===== src/rtl/mem_arbiter_if.sv =====
// mem_arbiter_if: bundles the I-cache, D-cache and physical-memory buses
// served by mem_arbiter.
//   i_*    : I-cache line-fill request, address, returned line, completion
//   d_*    : D-cache fill/write-back request, address, write line, returned
//            line, completion
//   pmem_* : shared physical-memory command, address, write line, read line,
//            completion
// Modports:
//   slave  : the arbiter side
//   master : the environment side (caches plus memory)
interface mem_arbiter_if #(
  parameter int unsigned LINE_W = 256,
  parameter int unsigned ADDR_W = 32
);
  logic              i_read;
  logic [ADDR_W-1:0] i_address;
  logic [LINE_W-1:0] i_rdata;
  logic              i_resp;

  logic              d_read;
  logic              d_write;
  logic [ADDR_W-1:0] d_address;
  logic [LINE_W-1:0] d_wdata;
  logic [LINE_W-1:0] d_rdata;
  logic              d_resp;

  logic              pmem_read;
  logic              pmem_write;
  logic [ADDR_W-1:0] pmem_address;
  logic [LINE_W-1:0] pmem_wdata;
  logic [LINE_W-1:0] pmem_rdata;
  logic              pmem_resp;

  modport slave (
    input  i_read, i_address, d_read, d_write, d_address, d_wdata,
           pmem_rdata, pmem_resp,
    output i_rdata, i_resp, d_rdata, d_resp,
           pmem_read, pmem_write, pmem_address, pmem_wdata
  );

  modport master (
    output i_read, i_address, d_read, d_write, d_address, d_wdata,
           pmem_rdata, pmem_resp,
    input  i_rdata, i_resp, d_rdata, d_resp,
           pmem_read, pmem_write, pmem_address, pmem_wdata
  );
endinterface


===== src/rtl/mem_arbiter.sv =====
// mem_arbiter: shares one physical-memory port between an I-cache and a
// D-cache. Ties are broken in favour of the requester not served last.
// The pmem command, address and write data come only from registers
// latched on the granting edge; completion strobes are qualified by state.
// Ports:
//   clk   : clock, rising edge
//   rst_n : asynchronous active-low reset
//   bus   : mem_arbiter_if.slave (I-cache, D-cache and pmem buses)
module mem_arbiter #(
  parameter int unsigned LINE_W = 256,
  parameter int unsigned ADDR_W = 32
) (
  input logic          clk,
  input logic          rst_n,
  mem_arbiter_if.slave bus
);

  typedef enum logic [1:0] {IDLE, SERVE_I, SERVE_D} state_t;
  typedef enum logic {GRANT_I, GRANT_D} grant_t;

  state_t            state;
  grant_t            last_grant;
  logic [ADDR_W-1:0] addr_q;
  logic [LINE_W-1:0] wdata_q;
  logic              read_q;
  logic              write_q;

  logic i_req;
  logic d_req;
  logic grant_d;

  // D wins when it is the only requester, or on a tie when I was served last.
  always_comb begin
    i_req   = bus.i_read;
    d_req   = bus.d_read | bus.d_write;
    grant_d = d_req & (~i_req | (last_grant == GRANT_I));
  end

  // read_q/write_q are both the latched operation and the pmem command, so
  // the command is registered and holds until completion. Completion always
  // returns to IDLE, guaranteeing an idle cycle between transactions.
  always_ff @(posedge clk or negedge rst_n) begin
    if (!rst_n) begin
      state      <= IDLE;
      last_grant <= GRANT_I;
      addr_q     <= '0;
      wdata_q    <= '0;
      read_q     <= 1'b0;
      write_q    <= 1'b0;
    end else begin
      case (state)
        IDLE: begin
          if (grant_d) begin
            state   <= SERVE_D;
            addr_q  <= bus.d_address;
            wdata_q <= bus.d_wdata;
            // A simultaneous read and write is treated as a write-back.
            write_q <= bus.d_write;
            read_q  <= bus.d_read & ~bus.d_write;
          end else if (i_req) begin
            state   <= SERVE_I;
            addr_q  <= bus.i_address;
            wdata_q <= '0;
            read_q  <= 1'b1;
            write_q <= 1'b0;
          end
        end
        SERVE_I: begin
          if (bus.pmem_resp) begin
            state      <= IDLE;
            read_q     <= 1'b0;
            write_q    <= 1'b0;
            last_grant <= GRANT_I;
          end
        end
        SERVE_D: begin
          if (bus.pmem_resp) begin
            state      <= IDLE;
            read_q     <= 1'b0;
            write_q    <= 1'b0;
            last_grant <= GRANT_D;
          end
        end
        default: state <= IDLE;
      endcase
    end
  end

  always_comb begin
    bus.pmem_read    = read_q;
    bus.pmem_write   = write_q;
    bus.pmem_address = addr_q;
    bus.pmem_wdata   = wdata_q;
    bus.i_rdata      = bus.pmem_rdata;
    bus.d_rdata      = bus.pmem_rdata;
    bus.i_resp       = (state == SERVE_I) & bus.pmem_resp;
    bus.d_resp       = (state == SERVE_D) & bus.pmem_resp;
  end

endmodule


===== src/flat_wrapper.sv =====
// flat-port wrapper written by rule: the top's interface ports become plain ports
module mem_arbiter_flat 
#(
  parameter int unsigned LINE_W = 256,
  parameter int unsigned ADDR_W = 32
)
  (clk, rst_n, bus_i_read, bus_i_address, bus_d_read, bus_d_write, bus_d_address, bus_d_wdata, bus_pmem_rdata, bus_pmem_resp, bus_i_rdata, bus_i_resp, bus_d_rdata, bus_d_resp, bus_pmem_read, bus_pmem_write, bus_pmem_address, bus_pmem_wdata);
  mem_arbiter_if #(.LINE_W(LINE_W), .ADDR_W(ADDR_W)) bus_i ();
  input logic clk;
  input logic rst_n;
  input wire logic [$bits(bus_i.i_read)-1:0] bus_i_read;
  input wire logic [$bits(bus_i.i_address)-1:0] bus_i_address;
  input wire logic [$bits(bus_i.d_read)-1:0] bus_d_read;
  input wire logic [$bits(bus_i.d_write)-1:0] bus_d_write;
  input wire logic [$bits(bus_i.d_address)-1:0] bus_d_address;
  input wire logic [$bits(bus_i.d_wdata)-1:0] bus_d_wdata;
  input wire logic [$bits(bus_i.pmem_rdata)-1:0] bus_pmem_rdata;
  input wire logic [$bits(bus_i.pmem_resp)-1:0] bus_pmem_resp;
  output wire logic [$bits(bus_i.i_rdata)-1:0] bus_i_rdata;
  output wire logic [$bits(bus_i.i_resp)-1:0] bus_i_resp;
  output wire logic [$bits(bus_i.d_rdata)-1:0] bus_d_rdata;
  output wire logic [$bits(bus_i.d_resp)-1:0] bus_d_resp;
  output wire logic [$bits(bus_i.pmem_read)-1:0] bus_pmem_read;
  output wire logic [$bits(bus_i.pmem_write)-1:0] bus_pmem_write;
  output wire logic [$bits(bus_i.pmem_address)-1:0] bus_pmem_address;
  output wire logic [$bits(bus_i.pmem_wdata)-1:0] bus_pmem_wdata;
  assign bus_i.i_read = bus_i_read;
  assign bus_i.i_address = bus_i_address;
  assign bus_i.d_read = bus_d_read;
  assign bus_i.d_write = bus_d_write;
  assign bus_i.d_address = bus_d_address;
  assign bus_i.d_wdata = bus_d_wdata;
  assign bus_i.pmem_rdata = bus_pmem_rdata;
  assign bus_i.pmem_resp = bus_pmem_resp;
  assign bus_i_rdata = bus_i.i_rdata;
  assign bus_i_resp = bus_i.i_resp;
  assign bus_d_rdata = bus_i.d_rdata;
  assign bus_d_resp = bus_i.d_resp;
  assign bus_pmem_read = bus_i.pmem_read;
  assign bus_pmem_write = bus_i.pmem_write;
  assign bus_pmem_address = bus_i.pmem_address;
  assign bus_pmem_wdata = bus_i.pmem_wdata;
  mem_arbiter #(.LINE_W(LINE_W), .ADDR_W(ADDR_W)) u_core (.clk(clk), .rst_n(rst_n), .bus(bus_i));
endmodule

===== config.mk =====
export PLATFORM = sky130hd
export DESIGN_NAME = mem_arbiter_flat
export DESIGN_NICKNAME = d
export VERILOG_FILES = /design/src/rtl/mem_arbiter_if.sv /design/src/rtl/mem_arbiter.sv /design/src/flat_wrapper.sv
export SDC_FILE = /design/constraint.sdc
export NUM_CORES = 1
export LEC_CHECK = 0
export BUFFER_PORTS_ARGS = -buffer_cell sky130_fd_sc_hd__clkbuf_2
export CAP_MARGIN = 20
export CORE_AREA = 2 2 533 535
export DETAILED_ROUTE_END_ITERATION = 7
export DIE_AREA = 0 0 535 537
export SLEW_MARGIN = 5
export SYNTH_ARGS = -nofsm -noshare
export SYNTH_HDL_FRONTEND = slang
export SYNTH_SLANG_ARGS = --single-unit

===== constraint.sdc =====
create_clock -name clk -period 1.8 [get_ports clk]
set_input_delay 0.36 -clock clk [delete_from_list [all_inputs] [get_ports clk]]
set_output_delay 0.36 -clock clk [all_outputs]
set_load 0.03 [all_outputs]

==> Word level (Yosys, flattened, before mapping) <==
Cells that the tools add are included.
{ "word_totals": {"output_inout_bits": 804, "ff_bits": 293, "elab_cells": 47} }
{ "op_classes": {"n_eq_ne": 6, "n_reduce_logical": 9, "mux": 17, "bitwise": 9} }
{ "ops": {"columns": ["op", "n"], "rows": [
  ["256-bit two-way mux", 2],
  ["32-bit two-way mux", 2],
  ["1-bit two-way mux", 6],
  ["2-bit two-way mux", 3],
  ["1-bit case mux with 2 select lines", 3],
  ["3-bit AND reduction", 2],
  ["2-bit nonzero test", 3],
  ["1-bit bitwise AND", 4],
  ["2-bit != test (second input constant)", 2],
  ["2-bit case mux with 2 select lines", 1],
  ["2-bit AND reduction", 2],
  ["3-bit by 2-bit != test with 1-bit output (second input constant)", 1],
  ["1-bit inverter", 3],
  ["2-bit by 1-bit == test with 1-bit output (second input constant)", 1],
  ["2-bit == test (second input constant)", 1],
  ["2-bit zero test", 1],
  ["2-bit by 1-bit != test with 1-bit output (second input constant)", 1],
  ["1-bit OR", 2],
  ["2-bit OR reduction", 1]
]} }

==> Depth between registers and ports, before layout <==
{ "depth": {"ltp_word": 5, "depth_mapped": 7} }

==> Worst setup path before layout <==
OpenSTA, ideal clock, no wires.
{ "synth_path": {"path_type": "register -> register", "startpoint": "register u_core.state[0]", "endpoint": "register u_core.read_q, in the netlist u_core.bus.pmem_read", "required_time_ps": 1675, "path_stages_with_launch": 6, "path_buffers": 0, "slack_ps": 137, "t_arrival_ps": 1538, "setup_time_ps": 125, "synth_period_minus_slack_ps": 1663, "path_cell_list": "dfrtp_1 > inv_1 > ha_1 > nor2b_1 > a211oi_1 > mux2_2"} }
{ "synth_via": {"elab_chain_cells": 4, "elab_cells_between_ends": 9, "classes_between": "eq/ne (4); mux (1); reduce/logical (4)"} }
{ "synth_lines": {"columns": ["item", "line", "rtl"], "rows": [
  ["start, declared", "mem_arbiter.sv:21", "state_t state;"],
  ["start signal, assigned", "mem_arbiter.sv:44", "state <= IDLE;"],
  ["start signal, assigned", "mem_arbiter.sv:54", "state <= SERVE_D;"],
  ["start signal, assigned", "mem_arbiter.sv:61", "state <= SERVE_I;"],
  ["2-bit == test or 2-bit by 1-bit == test with 1-bit output (tied branches)", "mem_arbiter.sv:51", "case (state)"],
  ["2-bit OR reduction (no line)", null, null],
  ["2-bit by 1-bit != test with 1-bit output (no line) or 2-bit nonzero test (tied branches)", null, null],
  ["3-bit AND reduction (no line)", null, null],
  ["end signal, assigned", "mem_arbiter.sv:59", "read_q <= bus.d_read & ~bus.d_write;"],
  ["end, declared", "mem_arbiter.sv:25", "logic read_q;"]
]} }
Several ways; a longest one is shown, not always the timed one.
A chain may end at the register's enable or synchronous reset.

==> Final worst setup path <==
{ "layout_path": {"startpoint": "register u_core.state[1]", "endpoint": "output bus_i_resp"} }
{ "layout_via": {"elab_chain_cells": 2} }
{ "layout_lines": {"columns": ["item", "line", "rtl"], "rows": [
  ["2-bit by 1-bit == test with 1-bit output", "mem_arbiter.sv:96", "bus.i_resp = (state == SERVE_I) & bus.pmem_resp;"],
  ["1-bit bitwise AND", "mem_arbiter.sv:96", null],
  ["end, declared", "flat_wrapper.sv:20", "output wire logic [$bits(bus_i.i_resp)-1:0] bus_i_resp;"]
]} }
No other way between the ends.

==> reports/results.tsv <==
metric	value	unit
rows	195	
cts.sinks	293	
power_frac_comb	0.564	
cp.arrival	1620	ps
p_leak	10.4	nW
timing.fmax	506	MHz
finalPower	45.4	mW
postRouteAntennaNets	0	
finalHoldViolCount	0	
status	finished with violations	
violations	setup timing	
grt_max_degree	62	
ys_types	22	
grt.total_usage	0.105	
initial_core_util	0.0520	
setup_viol	153	
netSwitchingPower	23.6	mW
worstPathCellList	inv_2 -> ha_4 -> nand2_4 -> inv_4 -> clkbuf_16	
syn_nets	1837	
vias_per_cell	2.34	
gp_congestion	0.838	
drc	0	
htreeDepth	2	
r2r_end	u_core.bus.pmem_wdata[7]	
p_int	21.8	mW
clkSlewWorstSetupHoldPaths	70	ps
dieArea	287000	um^2
yosys_warnings	0	
areaGrowthSynthToFinish	66.2	%
antenna_found_initial	98	
wl	163000	um
crit_type	register to output pin	
p_sw_frac	0.520	
regToRegSetupSlack	-70	ps
slew_viol_final	0	
regToRegStartpoint	u_core.state[1]	
ios	1386	
die_height	537	um
post-route-period-util	1.10	
syn_area_per_cell	11.7	um^2
critPathMaxStageDelay	440	ps
hold_path.class	primary input to register	
core_area	281000	um^2
timing.critical_path.fanout_max	3	
fin_crit	1980	ps
worst_hold_startpoint	bus_i_address[1]	
grt_pass1_vias	12800	
clk_latency	640	ps
cts_max_path_buffers	3	
initialDrtViolationCount	1130	
worst-slew-pin-transition	564	ps
holdPathStages	3	
whs	48.8	ps
overflow	0	
firstDrtPassIters	5	
r2r_cells	8	
hpwlAfterDp	142000	um
fin_setup_tns	-4260	ps
cp-start-kind	register	
p_per_area	1870	nW/um^2
grt_setup_unrepaired	yes	
cap_violations	0	
seq_power_share	0.256	
syn_inst	1251	
layout_setup_ws	-177	ps
critPathRequiredTime	1440	ps
grt_pass1_wl	185000	um
critPathSlowestCell	dfrtp_1	
syn_area	14600	um^2
irDropWorstVdd	0.709	mV
synth_seq_area_share	0.501	
cts_inserted_buffers	37	
root_buffer	clkbuf_16	
skew	41.7	ps
p_clk_frac	0.180	
synth.ff_latch_count	293	
critPathCaptureType	output pin	
final_nets	2299	
hold_path_end	u_core.bus.pmem_address[1]	
drive_gt1_frac	0.450	
slew_headroom	0.624	
cts_tree	yes	
die_w	535	um
numPortBuffers	617	
drt-wirelength-per-cell	29.6	um
dr_total_vias	12900	
power by group through the flow:
stage	sequential [mW]	combinational, mW	clock, mW
after global placement	11.5	21.9	0
after global routing	11.9	27.4	8.66
final	11.6	25.6	8.19
after floorplan	16.3	7.37	0
after CTS	11.5	24.3	8.53
after detailed placement	11.6	22.2	0
critical path: cells and delay by family, from the launching register on:
family	cells	cell delay, ps
DFF	1	440
buffers and inverters	3	320
and+or+nand+nor	1	50
adders and majority gates	1	140
worst max path at each step:
stage,from,endpoint,cells after the start
floorplan,u_core.state[0],u_core.bus.pmem_read,5
global placement,bus_d_read,u_core.bus.pmem_address[7],5
detailed placement,bus_d_read,u_core.bus.pmem_address[7],5
CTS,u_core.state[0],bus_d_resp,4
global route,u_core.state[1],bus_i_resp,5
finish,u_core.state[1],bus_i_resp,5
layout make-up:
type / count / area [um^2]
Inverter: 4 / 20.0
Antenna cell: 20 / 50.0
Sequential cell: 293 / 7340
Clock buffer: 45 / 986
Multi-Input combinational cell: 375 / 3140
Tap cell: 3743 / 4680
Fill cell: 32400 / 257000
Timing Repair Buffer: 1002 / 7820
Clock inverter: 23 / 293
logic make-up (layout without fill, tap and decap cells):
kind of cell | Yosys count | after routing | synth area share
buffers and inverters | 583 | 1074 | 0.292
AO/OA/AOI/OAI | 296 | 296 | 0.169
flip-flops | 293 | 293 | 0.501
AND/OR/NAND/NOR | 41 | 41 | 0.0115
multiplexers | 34 | 34 | 0.0234
adder cells (fa/ha/maj) | 4 | 4 | 0.00342
other | 0 | 20 | 0
Yosys cell counts (all sizes together):
master / number / share of area
o21ai: 32 / 0.011
ha: 4 / 0.0034
nor2: 2 / 0.00068
o2bb2ai: 1 / 0.00060
nor2b: 1 / 0.00043
buf: 575 / 0.29
dfrtp: 293 / 0.50
and2: 1 / 0.00043
nand2: 34 / 0.0087
a21oi: 1 / 0.00034
a22o: 257 / 0.15
inv: 4 / 0.0010
mux2: 2 / 0.0015
o31ai: 1 / 0.0015
clkbuf: 4 / 0.0010
nor3: 2 / 0.00068
a21o: 3 / 0.0015
and3b: 1 / 0.00060
a211oi: 1 / 0.00051
mux2i: 32 / 0.022
flip-flops by register name (all words and copies together) (netlist names):
register and cells:
u_core.bus.pmem_wdata 256, u_core.bus.pmem_write 1, u_core.bus.pmem_address 32, u_core.last_grant 1
u_core.state 2, u_core.bus.pmem_read 1
layer usage:
layer	wire length [um]	track usage	vias up
met3	40700	0.121	626
li1	-	-	4816
met5	460	0.0120	-
met4	10500	0.0548	13
met2	65100	0.149	1361
met1	46300	0.0876	6051
stage by stage:
stage | instance area [um^2] | worst slack [ps] | utilization | instances
after global routing | 24300 | -250 | 0.0864 | 5497
after floorplan | 14600 | 137 | - | 1251
after global placement | 18800 | -392 | 0.0667 | 5073
after detailed placement | 18800 | -393 | 0.0667 | 5073
after CTS | 23700 | -244 | 0.0842 | 5461
final | 24300 | -177 | 0.0865 | 5505
timing repair:
action,CTS,global route
pin swaps,3,12
gates resized for setup,120,44
hold buffers,303,0
setup buffers,12,5
endpoints found under the setup margin,184,93
cloned,5,21
endpoints found under the hold margin,296,0
cell usage in the layout (no fill, tap or decap), drive strengths merged:
cell         Yosys  routed
clkbuf           4     662
dlygate4sd3      0     303
dfrtp          293     293
a22o           257     257
buf            575      82
nand2           34      34
o21ai           32      32
mux2i           32      32
diode            0      20
clkinv           0      10
inv              4      10
clkinvlp         0       4
ha               4       4
a21o             3       3
bufinv           0       3
nor3             2       2
mux2             2       2
nor2             2       2
and2             1       1
o31ai            1       1
o2bb2ai          1       1
nor2b            1       1
a21oi            1       1
a211oi           1       1
and3b            1       1
Note: power is estimated with default switching activity, not from simulation.
